## src/rtl/rx_phase_slicer.sv

```systemverilog
// RX sampling-phase search and sign slicer: picks the max-energy phase over a window, then decimates by OS.
// Optional RX_PHASE_FORCE_EN adds i_force/i_force_phase to bypass the search with a fixed phase.
module rx_phase_slicer #(
    parameter int NB          = 8,
    parameter int NBF         = 7,
    parameter int OS          = 4,
    parameter int NSYM_SEARCH = 256
) (
    input  logic                  clock,
    input  logic                  reset,
    input  logic signed [NB-1:0]  i_data,
    input  logic                  i_valid,
    input  logic                  i_enable,
    input  logic                  i_restart,
`ifdef RX_PHASE_FORCE_EN
    input  logic                  i_force,
    input  logic [$clog2(OS)-1:0] i_force_phase,
`endif
    output logic                  o_bit,
    output logic                  o_valid,
    output logic [$clog2(OS)-1:0] o_phase,
    output logic                  o_locked
);

    localparam int NB_ACC = NB + 1 + $clog2(NSYM_SEARCH);
    localparam int PW     = $clog2(OS);
    localparam int SW     = $clog2(NSYM_SEARCH);

    localparam logic [PW-1:0] PH_LAST  = PW'(OS - 1);
    localparam logic [SW-1:0] SYM_LAST = SW'(NSYM_SEARCH - 1);

    localparam logic [1:0] ST_IDLE   = 2'd0;
    localparam logic [1:0] ST_SEARCH = 2'd1;
    localparam logic [1:0] ST_LOCK   = 2'd2;

    if (NBF >= NB || OS < 2 || NSYM_SEARCH < 2) begin : g_cfg_check
        $error("rx_phase_slicer: invalid parameter set");
    end

    logic [1:0]        state;
    logic [PW-1:0]     phase_cnt;
    logic [SW-1:0]     sym_cnt;
    logic [NB_ACC-1:0] acc      [OS];
    logic [NB_ACC-1:0] acc_next [OS];
    logic [NB_ACC-1:0] best_val;
    logic [PW-1:0]     best_idx;
    logic [NB:0]       data_ext;
    logic [NB:0]       mag;
    logic              accepted;
    logic              search_end;
    logic              force_now;
    logic [PW-1:0]     force_phase;
    logic [PW-1:0]     dec_phase;

    always_comb begin
        accepted = i_valid && i_enable;
        // Sign-extend first so -2^(NB-1) negates to +2^(NB-1) without wrapping.
        data_ext = {i_data[NB-1], i_data};
        mag      = data_ext[NB] ? ((~data_ext) + 1'b1) : data_ext;
        for (int unsigned i = 0; i < OS; i++) begin
            acc_next[i] = acc[i];
            if (accepted && phase_cnt == PW'(i)) begin
                acc_next[i] = acc[i] + NB_ACC'(mag);
            end
        end
        best_idx = '0;
        best_val = acc_next[0];
        for (int unsigned i = 1; i < OS; i++) begin
            if (acc_next[i] > best_val) begin
                best_val = acc_next[i];
                best_idx = PW'(i);
            end
        end
        search_end = accepted && (state != ST_LOCK) &&
                     (phase_cnt == PH_LAST) && (sym_cnt == SYM_LAST);
`ifdef RX_PHASE_FORCE_EN
        force_now   = i_force;
        force_phase = i_force_phase;
        dec_phase   = i_force ? i_force_phase : o_phase;
`else
        force_now   = 1'b0;
        force_phase = o_phase;
        dec_phase   = o_phase;
`endif
    end

    always_ff @(posedge clock or negedge reset) begin
        if (!reset) begin
            state     <= ST_IDLE;
            phase_cnt <= '0;
            sym_cnt   <= '0;
            for (int unsigned i = 0; i < OS; i++) acc[i] <= '0;
            o_bit     <= 1'b0;
            o_valid   <= 1'b0;
            o_phase   <= '0;
            o_locked  <= 1'b0;
        end else if (i_enable) begin
            o_valid <= 1'b0;
            if (i_restart) begin
                state     <= ST_SEARCH;
                phase_cnt <= '0;
                sym_cnt   <= '0;
                for (int unsigned i = 0; i < OS; i++) acc[i] <= '0;
                o_locked  <= 1'b0;
            end else begin
                if (accepted) begin
                    phase_cnt <= phase_cnt + 1'b1;
                    if (phase_cnt == PH_LAST) sym_cnt <= sym_cnt + 1'b1;
                end
                if (force_now) begin
                    state    <= ST_LOCK;
                    o_phase  <= force_phase;
                    o_locked <= 1'b1;
                end else if (state != ST_LOCK) begin
                    // IDLE falls into SEARCH on its first enabled cycle, sample included.
                    state <= ST_SEARCH;
                    for (int unsigned i = 0; i < OS; i++) begin
                        acc[i] <= search_end ? '0 : acc_next[i];
                    end
                    if (search_end) begin
                        state    <= ST_LOCK;
                        o_phase  <= best_idx;
                        o_locked <= 1'b1;
                        sym_cnt  <= '0;
                    end
                end
                if ((state == ST_LOCK || force_now) && accepted && phase_cnt == dec_phase) begin
                    o_bit   <= i_data[NB-1];
                    o_valid <= 1'b1;
                end
            end
        end else begin
            o_valid <= 1'b0;
        end
    end

endmodule

```

## config.mk

```make
export PLATFORM = sky130hd
export DESIGN_NAME = rx_phase_slicer
export DESIGN_NICKNAME = d
export VERILOG_FILES = /design/src/rtl/rx_phase_slicer.sv
export SDC_FILE = /design/constraint.sdc
export NUM_CORES = 1
export LEC_CHECK = 0
export ABC_AREA = 0
export CAP_MARGIN = 30
export CORE_MARGIN = 2
export CORE_UTILIZATION = 65
export CTS_CLUSTER_SIZE = 10
export DETAILED_ROUTE_END_ITERATION = 8
export PLACE_DENSITY = 0.88
export SLEW_MARGIN = 20
export SYNTH_ARGS = -nofsm -noshare
export SYNTH_HDL_FRONTEND = slang
export SYNTH_SLANG_ARGS = --single-unit
```

## constraint.sdc

```tcl
create_clock -name clock -period 10.3 [get_ports clock]
set_input_delay 3.09 -clock clock [delete_from_list [all_inputs] [get_ports clock]]
set_output_delay 3.09 -clock clock [all_outputs]
set_load 0.01 [all_outputs]
```

==> impl_metrics.csv <==
group,metric,value,unit
status,status,"finished with violations",
status,failed_checks,"DRC, setup timing",
pwr,p_per_area,138,mW/mm2
placement,globalplace.congestion,0.939,
setup_path,worst_setup_path_start_kind,"input pin",
final_layout,area_growth,21.5,%
synth,synthesis.area,0.00771,mm2
placement,dp_slack,-489,ps
setup_path,critPathKind,"input pin to flop",
placement,hpwl,15400,um
setup_path,crit_arrival,10660,ps
final_layout,drive_gt1_share,19.4,%
route,first_pass_iters,9,
clock_tree,clk_pin_slew,60,ps
synth,syn_inst,882,
route,drt-vias-per-instance,6.68,
timing,max-slew-margin-rel,34.2,%
flow_run,drv_cap,0,
route,drc,2,
pwr,p_sw_share,36.0,%
final_layout,fillers,652,
route,drt-wirelength-per-cell,20.5,um
global_route,use_met1,45.6,%
synth,avgSynthCellArea,8.74,um2
worst_hold_path,hold_class,"flop to flop",
final_layout,stdcell_count,1141,
setup_path,cp.depth,39,
synth,seq_area_frac_synth,27.6,%
global_route,antenna_found_initial,0,
route,ant_nets,0,
pwr,p_switching,466,uW
setup_path,critPathBufInv,8,
synth,async_reset_ff_share,100,%
global_route,gr-usage-met2,54.5,%
timing,final_hold_viol_count,0,
synth,ys_types,71,
global_route,gr-total-overflow,0,
synth,synth-seq-cells,85,
timing,hold_ws,487,ps
timing,fin_skew,14.1,ps
floorplan,ios,18,
global_route,first_global_vias,7117,
synth,synth_top_family_by_area,"compound AO/OA/AOI/OAI gates",
clock_tree,clock-root-buffer,"clkbuf_16",
clock_tree,cts_buffers,9,
final_layout,seq_area,0.00213,mm2
setup_path,slowest_stage,"a221oi_2",
clock_tree,clk_latency,360,ps
synth,synthMuxAreaShare,5.27,%
global_route,track_usage,33.7,%
pwr,peakVddDrop,0.0907,mV
placement,numPortBuffers,17,
final_layout,nets,1106,
synth,synth.area.top_cells,"dfrtp_1 28%, ha_1 15%, xnor2_1 5.0%, o21ai_0 4.7%, nand2_1 4.0%",
clock_tree,hold_buffers,0,
pwr,internal_power,829,uW
route,wl,23400,um
setup_path,slowest_delay,370,ps
timing,slew_viol_final,0,
placement,dp.cells,1118,
clock_tree,cts_max_level,3,
clock_tree,clk_path_buf_depth,2,
global_route,grt_max_degree,55,
floorplan,die_height,113,um
setup_path,cp_max_fo,8,
synth,yosysTopAreaCell,"dfrtp_1",
synth,yosys.area_share.simple,17.3,%
global_route,use_met3,3.91,%
pwr,clockPowerShare,25.2,%
synth,yosys_warnings,0,
synth,synth_top_area_share,27.6,%
synth,synth_xor_xnor_area_share,7.72,%
timing,fmax,0.0963,GHz
setup_path,cp_top_family,"compound AO/OA/AOI/OAI gates",
timing,worstMarginPinSlew,983,ps
final_layout,n_antenna_cell,0,
timing,fin_ws,-80.2,ps
floorplan,initial_utilization,66.9,%
floorplan,dieArea,0.0127,mm2
synth,synth-compound-area-share,21.4,%
route,drtIter0Drc,833,
floorplan,core-area,0.0115,mm2
setup_path,ff2ff_path_depth,33,
global_route,grt_pass1_wl,34500,um
route,vias,7626,
clock_tree,cts_tree,"done",
floorplan,die_x,113,um
synth,synth_edf_count,0,
pwr,p_leak,4.60,nW
timing,post-route-min-period,10380,ps
timing,finalSetupViolCount,2,
setup_path,cp.required,10580,ps
clock_tree,numClockSinks,85,
floorplan,rows,39,
pwr,pwr-share-comb,47.9,%
pwr,seq_power_share,26.9,%
final_layout,multi_input_area,0.00550,mm2
timing,fin_crit_sh,101,%
global_route,globalRoute.busiestLayer,"met2",
synth,synth_fa_ha_area_share,16.3,%
setup_path,crit_path_end_kind,"flop",
synth,synth_ff_type,"dfrtp_1",
worst_hold_path,hold_depth,1,
==> metrics by stage <==
| stage | util (%) | power (mW) | instance area (um2) | TNS (ps) |
|---|---|---|---|---|
| after CTS | 78.7 | 1.20 | 9060 | 0 |
| after floorplan | - | 0.682 | 7720 | 0 |
| final | 81.3 | 1.30 | 9370 | -149 |
| after detailed placement | 75.8 | 0.868 | 8730 | -977 |
| after global routing | 81.3 | 1.34 | 9370 | -809 |
| after global placement | 75.8 | 0.857 | 8730 | -600 |
==> cell usage in the layout (no fill, tap or decap), types with 8 or more instances in the layout <==
| cell type | count |
|---|---|
| a21o_1 | 28 |
| a21oi_1 | 39 |
| a22o_1 | 17 |
| a31oi_1 | 9 |
| and2_1 | 9 |
| and3_1 | 15 |
| buf_4 | 113 |
| clkbuf_16 | 11 |
| clkdlybuf4s50_1 | 10 |
| dfrtp_1 | 85 |
| ha_1 | 91 |
| inv_1 | 44 |
| mux2_2 | 8 |
| mux2i_1 | 24 |
| nand2_1 | 82 |
| nand2b_1 | 16 |
| nand3_1 | 26 |
| nand4_1 | 12 |
| nor2_1 | 44 |
| nor2b_1 | 14 |
| nor3_1 | 16 |
| o21a_1 | 8 |
| o21ai_0 | 66 |
| o21ai_1 | 8 |
| o31ai_1 | 8 |
| xnor2_1 | 41 |
| xor2_1 | 24 |
==> Yosys cell counts, drive strengths merged (5+ instances only) <==
master,number
a211oi,10
a21o,28
a21oi,44
a22o,17
a31o,9
a31oi,9
and2,9
and3,16
and4,6
buf,12
clkbuf,22
dfrtp,85
ha,94
inv,46
mux2,10
mux2i,29
nand2,82
nand2b,16
nand3,27
nand4,12
nor2,46
nor2b,14
nor3,17
o211a,5
o21a,8
o21ai,75
o31ai,11
xnor2,44
xor2,24
==> final timing paths <==
path / slack [ps] / from / end
max: -80 / i_data[0] / o_phase[1]$_DFFE_PN0P_
min: 490 / state[1]$_DFFE_PN0P_ / state[1]$_DFFE_PN0P_
max reg2reg: 3010 / acc[34]$_DFFE_PN0P_ / o_phase[1]$_DFFE_PN0P_
min reg2reg: 490 / state[1]$_DFFE_PN0P_ / state[1]$_DFFE_PN0P_
max in group asynchronous: 6530 / reset / acc[50]$_DFFE_PN0P_
min in group asynchronous: 2660 / reset / sym_cnt[5]$_DFFE_PN0P_
==> power by group through the flow <==
| stage | registers (mW) | logic (mW) | clock network, mW |
|---|---|---|---|
| floorplan | 0.352 | 0.331 | 0 |
| global placement | 0.353 | 0.504 | 0 |
| detailed placement | 0.353 | 0.515 | 0 |
| CTS | 0.347 | 0.532 | 0.325 |
| global route | 0.349 | 0.653 | 0.338 |
| finish | 0.348 | 0.621 | 0.326 |
==> state kept, by name (all words and copies together) (netlist names) <==
name	count
phase_cnt	2
state	2
o_phase	2
sym_cnt	8
o_locked	1
o_bit	1
o_valid	1
acc	68
==> timing repair <==
item / 4_1_cts / 5_1_grt
resized for setup: 7 / 49
cloned: 0 / 2
endpoints found under the setup margin: 2 / 2
setup buffers: 1 / 6
pin swaps: 1 / 24
==> layout make-up <==
type	count	share of cell area (%)
multi-input combinational	720	58.7
sequential	85	22.7
timing repair buffer	133	11.8
clock buffer	13	2.99
tap	143	1.91
inverter	46	1.84
clock inverter	1	0.0534
==> layer usage <==
metal | vias to the layer above | share of wire, %
li1 | 3432 | -
met1 | 3624 | 39
met2 | 465 | 47
met3 | 105 | 9.2
met4 | 0 | 4.6
met5 | - | 0
==> logic make-up after synthesis <==
kind of cell    after synthesis
fa+ha+maj                    98
xor+xnor                     68
compound gates              247
mux                          39
flops                        85
buf+inv                      80
simple gates                264
other cells                   1
Power figures use the tool's default switching activity.
